===== src/rtl/ex_flag_stage.sv =====
// EX/MEM boundary stage: registers the ALU result and write-back info, keeps the
// Z/V/N flag register, resolves branches and holds a sticky halt state.
module ex_flag_stage #(
    parameter int WIDTH = 16,
    parameter int REG_W = 4
) (
    input  logic             clk,
    input  logic             rst,
    input  logic             stall,
    input  logic             flush,
    input  logic             in_valid,
    input  logic [3:0]       opcode,
    input  logic [WIDTH-1:0] alu_result,
    input  logic             alu_ovfl,
    input  logic [2:0]       cond,
    input  logic [REG_W-1:0] dst_reg,
    input  logic             reg_wen,
    output logic             out_valid,
    output logic [WIDTH-1:0] out_result,
    output logic [REG_W-1:0] out_dst,
    output logic             out_wen,
    output logic             flag_z,
    output logic             flag_v,
    output logic             flag_n,
    output logic             br_taken,
    output logic             halted
);

    localparam logic [0:0] ST_RUN    = 1'b0;
    localparam logic [0:0] ST_HALTED = 1'b1;

    localparam logic [3:0] OP_ADD = 4'b0000;
    localparam logic [3:0] OP_SUB = 4'b0001;
    localparam logic [3:0] OP_XOR = 4'b0010;
    localparam logic [3:0] OP_SLL = 4'b0100;
    localparam logic [3:0] OP_SRA = 4'b0101;
    localparam logic [3:0] OP_ROR = 4'b0110;
    localparam logic [3:0] OP_B   = 4'b1100;
    localparam logic [3:0] OP_BR  = 4'b1101;
    localparam logic [3:0] OP_HLT = 4'b1111;

    // Branch condition evaluated against the flags settled by earlier instructions.
    function automatic logic cond_met(input logic [2:0] cc, input logic z,
                                      input logic v, input logic n);
        logic met;
        case (cc)
            3'b000:  met = ~z;
            3'b001:  met = z;
            3'b010:  met = ~z & ~n;
            3'b011:  met = n;
            3'b100:  met = z | ~n;
            3'b101:  met = z | n;
            3'b110:  met = v;
            default: met = 1'b1;
        endcase
        return met;
    endfunction

    logic [0:0]       state_q, state_d;
    logic             valid_q, valid_d;
    logic [WIDTH-1:0] result_q, result_d;
    logic [REG_W-1:0] dst_q, dst_d;
    logic             wen_q, wen_d;
    logic             z_q, z_d;
    logic             v_q, v_d;
    logic             n_q, n_d;
    logic             br_q, br_d;
    logic             accept;
    logic             zero;

    assign accept = in_valid & ~stall & ~flush & (state_q == ST_RUN);
    assign zero   = (alu_result == '0);

    always_comb begin
        state_d  = state_q;
        valid_d  = valid_q;
        result_d = result_q;
        dst_d    = dst_q;
        wen_d    = wen_q;
        z_d      = z_q;
        v_d      = v_q;
        n_d      = n_q;
        br_d     = br_q;

        // A bubble (flush, idle or halted) clears the live-instruction bits; a pure stall holds.
        if (flush || !stall) begin
            valid_d = 1'b0;
            wen_d   = 1'b0;
            br_d    = 1'b0;
        end

        if (accept) begin
            valid_d  = 1'b1;
            result_d = alu_result;
            dst_d    = dst_reg;
            wen_d    = reg_wen & (opcode != OP_HLT);
            br_d     = ((opcode == OP_B) || (opcode == OP_BR)) & cond_met(cond, z_q, v_q, n_q);
            case (opcode)
                OP_ADD, OP_SUB: begin
                    z_d = zero;
                    v_d = alu_ovfl;
                    n_d = alu_result[WIDTH-1];
                end
                OP_XOR, OP_SLL, OP_SRA, OP_ROR: z_d = zero;
                default: ;
            endcase
            if (opcode == OP_HLT) begin
                state_d = ST_HALTED;
            end
        end
    end

    always_ff @(posedge clk) begin
        if (rst) begin
            state_q  <= ST_RUN;
            valid_q  <= 1'b0;
            result_q <= '0;
            dst_q    <= '0;
            wen_q    <= 1'b0;
            z_q      <= 1'b0;
            v_q      <= 1'b0;
            n_q      <= 1'b0;
            br_q     <= 1'b0;
        end else begin
            state_q  <= state_d;
            valid_q  <= valid_d;
            result_q <= result_d;
            dst_q    <= dst_d;
            wen_q    <= wen_d;
            z_q      <= z_d;
            v_q      <= v_d;
            n_q      <= n_d;
            br_q     <= br_d;
        end
    end

    assign out_valid  = valid_q;
    assign out_result = result_q;
    assign out_dst    = dst_q;
    assign out_wen    = wen_q & valid_q;
    assign flag_z     = z_q;
    assign flag_v     = v_q;
    assign flag_n     = n_q;
    assign br_taken   = br_q;
    assign halted     = (state_q == ST_HALTED);

endmodule


===== config.mk =====
export PLATFORM = sky130hd
export DESIGN_NAME = ex_flag_stage
export DESIGN_NICKNAME = d
export VERILOG_FILES = /design/src/rtl/ex_flag_stage.sv
export SDC_FILE = /design/constraint.sdc
export NUM_CORES = 1
export LEC_CHECK = 0
export ABC_AREA = 1
export BUFFER_PORTS_ARGS = -buffer_cell sky130_fd_sc_hd__buf_4
export CORE_AREA = 2 2 58 60
export DETAILED_ROUTE_END_ITERATION = 8
export DIE_AREA = 0 0 60 62
export HOLD_SLACK_MARGIN = 0.12
export PLACE_DENSITY = 0.68
export SLEW_MARGIN = 15
export SYNTH_ARGS = -nofsm -noshare
export SYNTH_HDL_FRONTEND = slang
export SYNTH_SLANG_ARGS = --single-unit

===== constraint.sdc =====
create_clock -name clk -period 1.1 [get_ports clk]
set_input_delay 0.11 -clock clk [delete_from_list [all_inputs] [get_ports clk]]
set_output_delay 0.11 -clock clk [all_outputs]
set_load 0.02 [all_outputs]

==> impl_table.tex <==
\begin{tabular}{lr}
\hline
Metric & Value \\
\hline
\multicolumn{2}{l}{\textbf{Synthesis}} \\
\quad Gate count after technology mapping & 157 \\
\quad Area of the mapped netlist & 1179 µm² \\
\quad Post-Synth XOR/XNOR Area & 0 \\
\quad Simple-gate share of the synthesized area & 0.2282 \\
\quad Sequential area share after synthesis & 0.4586 \\
\quad Yosys warnings & 0 \\
\quad Dominant combinational cell family by area after synthesis & simple AND/OR/NAND/NOR gates \\
\quad Share of the synthesized area in compound gates (AO/OA/AOI/OAI) & 0.1826 \\
\quad Count of distinct cell types in the synthesized netlist & 21 \\
\quad Mean instance size in the synthesized netlist & 7.507 µm² \\
\quad Arithmetic-cell share of the synthesized area counting full adders, half adders and majority gates & 0 \\
\quad FF+latch count, synth & 27 \\
\quad Post-Synthesis Net Count & approximately 190 \\
\quad Proportion of synthesized area in mux cells & 0 \\
\multicolumn{2}{l}{\textbf{Cells and area}} \\
\quad Area Overhead vs Synth & 78.56\% \\
\quad Final antenna diode count & 0 \\
\quad Sequential standard cell area & 545.5 µm² \\
\quad Count of fill cells added during filler insertion & 285 \\
\quad Fraction of final layout cells sized beyond drive strength 1 & 0.3569 \\
\quad Leading cell types in the layout, fill and taps excluded & sky130\_fd\_sc\_hd\_\_buf\_4 (66), sky130\_fd\_sc\_hd\_\_dlygate4sd3\_1 (27), sky130\_fd\_sc\_hd\_\_dfxtp\_1 (25) \\
\quad Number of nets at the end of the flow & 290 \\
\quad Area taken by multi-input logic gates & 493.0 µm² \\
\quad Most common library cell in the layout ignoring fill and taps & sky130\_fd\_sc\_hd\_\_buf\_4 \\
\multicolumn{2}{l}{\textbf{Setup path}} \\
\quad Register-to-register path setup slack & -0.02 ns \\
\quad Reg2Reg Depth & 6 \\
\quad Worst reg2reg endpoint & out\_result[9] \\
\quad Sum of buffers and inverters on the critical path & 2 \\
\quad Stages on worst setup path & 6 \\
\quad Critical R2R Launch & halted \\
\quad Critical path's top delay family & flip-flops \\
\quad Ordered list of cells on the worst path & nor2\_4 -> nand2\_4 -> inv\_4 -> clkbuf\_16 -> o21ai\_0 -> a21oi\_1 \\
\quad Crit-path max cell delay & 0.38 ns \\
\quad Startpoint of the most critical setup path & halted \\
\quad Type of the setup path with the least slack & reg2reg \\
\quad Critical path required time & 1.37 ns \\
\quad Worst setup SP type & register \\
\quad Maximum fanout along the worst path & 8 \\
\quad Sort of element at the end of the critical path & register \\
\quad CP max-delay cell & sky130\_fd\_sc\_hd\_\_dfxtp\_4 \\
\quad Capture point of the worst path & out\_result[9] \\
\quad Data arrival time of the critical path & 1.39 ns \\
\multicolumn{2}{l}{\textbf{Detailed routing}} \\
\quad Vias after detailed routing & 1346 \\
\quad Wire length reported by the detailed router & 3.344 mm \\
\quad Count of antenna-violating nets left after detailed routing & 0 \\
\quad Number of violations reported at the end of detailed-routing iteration 0 & 26 \\
\quad Number of iterations in the first detailed-routing pass & 4 \\
\quad Post-detailed-route via-to-cell ratio & about 4.5 \\
\quad Wirelength per Cell & around 11 µm \\
\quad Total DRC errors in the routed layout & 0 \\
\multicolumn{2}{l}{\textbf{Clocking}} \\
\quad Clock latency at the later pin of the worst-skew pair & 0.33 ns \\
\quad Number of clock buffers inserted by TritonCTS & 3 \\
\quad Maximum clock insertion buffer count & 2 \\
\quad TritonCTS Sinks & 27 \\
\quad Root buffer selected by CTS & sky130\_fd\_sc\_hd\_\_clkbuf\_4 \\
\quad Maximum level of the CTS H-tree & 1 \\
\quad Clock transition at the registers of the reported paths & 0.15 ns \\
\quad TritonCTS clock tree & done \\
\multicolumn{2}{l}{\textbf{Timing}} \\
\quad Total count of max-transition violations in the final report & 0 \\
\quad Setup ws final & -0.02109 ns \\
\quad Tightest Pin Transition & between 0.2 and 0.25 ns \\
\quad Final setup violation count & 1 \\
\quad Final worst path period need & 1.121 ns \\
\quad Upper clock frequency limit & 892.0 MHz \\
\quad Final worst path period share & 1.019 \\
\quad Final Hold Fails & 0 \\
\quad RSZ-0062 raised after global routing & yes \\
\quad Worst clock skew & 0.008234 ns \\
\quad Sum Neg Setup Slack & -0.02109 ns \\
\quad Worst-case headroom to the max-slew limit & 0.8534 \\
\multicolumn{2}{l}{\textbf{Job}} \\
\quad Max-cap violations & 0 \\
\multicolumn{2}{l}{\textbf{Power and ir drop}} \\
\quad Internal power & 0.001435 W \\
\quad Part of the total power dissipated in combinational logic & 0.247 \\
\quad Total design power & 0.001972 W \\
\quad Static leakage power & between 1 and 1.5 nW \\
\quad Proportion of power drawn by the clock network & 0.223 \\
\quad Maximum VDD drop & $\sim$560 µV \\
\quad Sequential share of power & 0.529 \\
\quad Switching power share of the total & 0.2720 \\
\quad Power spent charging and discharging nets & 0.0005363 W \\
\quad PwrDens & 936.9 nW/µm² \\
\multicolumn{2}{l}{\textbf{Die}} \\
\quad Height of the chip & 62 µm \\
\quad Die Wd & 60 µm \\
\quad Initial cell density of the core & 0.3707 \\
\quad Core Footprint & 3179 µm² \\
\quad I/O pin total & roughly 60 \\
\quad \# rows & 21 \\
\quad Floorplan die area & 3720 µm² \\
\multicolumn{2}{l}{\textbf{Min path}} \\
\quad Path type of the worst min-delay path & in2reg \\
\multicolumn{2}{l}{\textbf{Global routing}} \\
\quad Remaining global-route overflow & 0 \\
\quad Global-route wire length before repair & 4.843 mm \\
\quad Number of antenna violations at the first check in global routing & 0 \\
\quad Via count of the first global-routing pass & 1166 \\
\quad Maximum number of pins on one net before global-route repair & 17 \\
\quad All-Layer GR Usage & 0.1718 \\
\multicolumn{2}{l}{\textbf{Placed design}} \\
\quad Final estimated routing congestion in global placement & roughly 0.72 \\
\quad Dpl hpwl & approximately 2.1 mm \\
\quad I/O Buffers & 60 \\
\multicolumn{2}{l}{\textbf{Outcome}} \\
\quad Run status & complete, but fails checks \\
\quad Failing checks & negative setup slack \\
\hline
\end{tabular}
[through the flow]
step                        util  hold WS [ns]  setup WS [ns]  instances  cell area [µm²]
after floorplan                -        0.1750       0.001366        157             1180
after global placement    0.5336        0.3249        0.06905        263             1697
after detailed placement  0.5336        0.3269        0.03606        263             1697
after CTS                 0.6269        0.1400      0.0006245        294             1993
after global routing      0.6619        0.1541       -0.09097        301             2105
final                     0.6619        0.1297       -0.02109        301             2105
[power by group through the flow]
stage                     clock network, W  registers [W]  logic [W]
after floorplan                          0        0.00111   0.000132
after global placement                   0        0.00107   0.000371
after detailed placement                 0        0.00107   0.000374
after CTS                         0.000451        0.00104   0.000451
after global routing              0.000485        0.00105   0.000531
final                             0.000440        0.00104   0.000488
[worst min-delay path by stage]
stage,startpoint,end,slack [ns],cells past startpoint
detailed placement,rst,halted,0.33,2
finish,opcode[3],flag_z,0.13,5
CTS,opcode[2],br_taken,0.14,5
global route,opcode[3],flag_z,0.15,5
floorplan,rst,halted,0.17,1
global placement,rst,halted,0.32,2
[cells by family after synthesis]
family,Yosys count
simple gates,57
compound gates,43
buf+inv,30
flops,27
[state kept, by name, indices dropped and copies added (netlist names)]
signal,flops
out_result,16
out_dst,4
br_taken,1
flag_n,1
flag_v,1
flag_z,1
halted,1
out_valid,1
wen_q,1
[final cells by class]
type,count,area share
multi-input combinational,100,0.2342
clock buffer,4,0.01249
tap,46,0.02735
timing repair inverter,1,0.002973
timing repair buffer,99,0.4174
inverter,24,0.04637
sequential,27,0.2592
[worst reg2reg max path, stage by stage, from the launching register on]
cell and delay [ns]:
sky130_fd_sc_hd__dfxtp_4 0.38, sky130_fd_sc_hd__nor2_4 0.11, sky130_fd_sc_hd__nand2_4 0.10, sky130_fd_sc_hd__inv_4 0.10, sky130_fd_sc_hd__clkbuf_16 0.15, sky130_fd_sc_hd__o21ai_0 0.09
sky130_fd_sc_hd__a21oi_1 0.15
[per-layer routing]
metal,GRT usage,part of all wire
met1,0.1959,0.42
met2,0.3152,0.51
met3,0.02484,0.051
met4,0.08254,0.019
met5,0,0
[cell usage after synthesis]
master | number | area, µm²
sky130_fd_sc_hd__buf_8 | 1 | 15.01
sky130_fd_sc_hd__dfxtp_1 | 27 | 540.5
sky130_fd_sc_hd__nor2_1 | 18 | 67.56
sky130_fd_sc_hd__o21ai_0 | 20 | 100.1
sky130_fd_sc_hd__or2_2 | 1 | 6.260
sky130_fd_sc_hd__nand2_2 | 1 | 6.260
sky130_fd_sc_hd__buf_1 | 1 | 3.750
sky130_fd_sc_hd__nor2_2 | 8 | 50.05
sky130_fd_sc_hd__a21oi_1 | 22 | 110.1
sky130_fd_sc_hd__clkbuf_1 | 1 | 3.750
sky130_fd_sc_hd__buf_6 | 1 | 11.26
sky130_fd_sc_hd__inv_4 | 1 | 6.260
sky130_fd_sc_hd__nand2_4 | 1 | 11.26
sky130_fd_sc_hd__nand3_1 | 9 | 45.04
sky130_fd_sc_hd__nand4_1 | 3 | 18.77
sky130_fd_sc_hd__nand2_1 | 15 | 56.30
sky130_fd_sc_hd__buf_4 | 1 | 7.510
sky130_fd_sc_hd__nand3b_1 | 1 | 7.510
sky130_fd_sc_hd__inv_1 | 23 | 86.33
sky130_fd_sc_hd__buf_12 | 1 | 20.02
sky130_fd_sc_hd__o21ai_1 | 1 | 5.000
[timing repair]
action	CTS	global route
endpoints found under the setup margin	0	20
setup buffers	0	4
endpoints found under the hold margin	26	0
resized for setup	0	13
hold buffers	27	0
(Power assumes the default switching activity.)
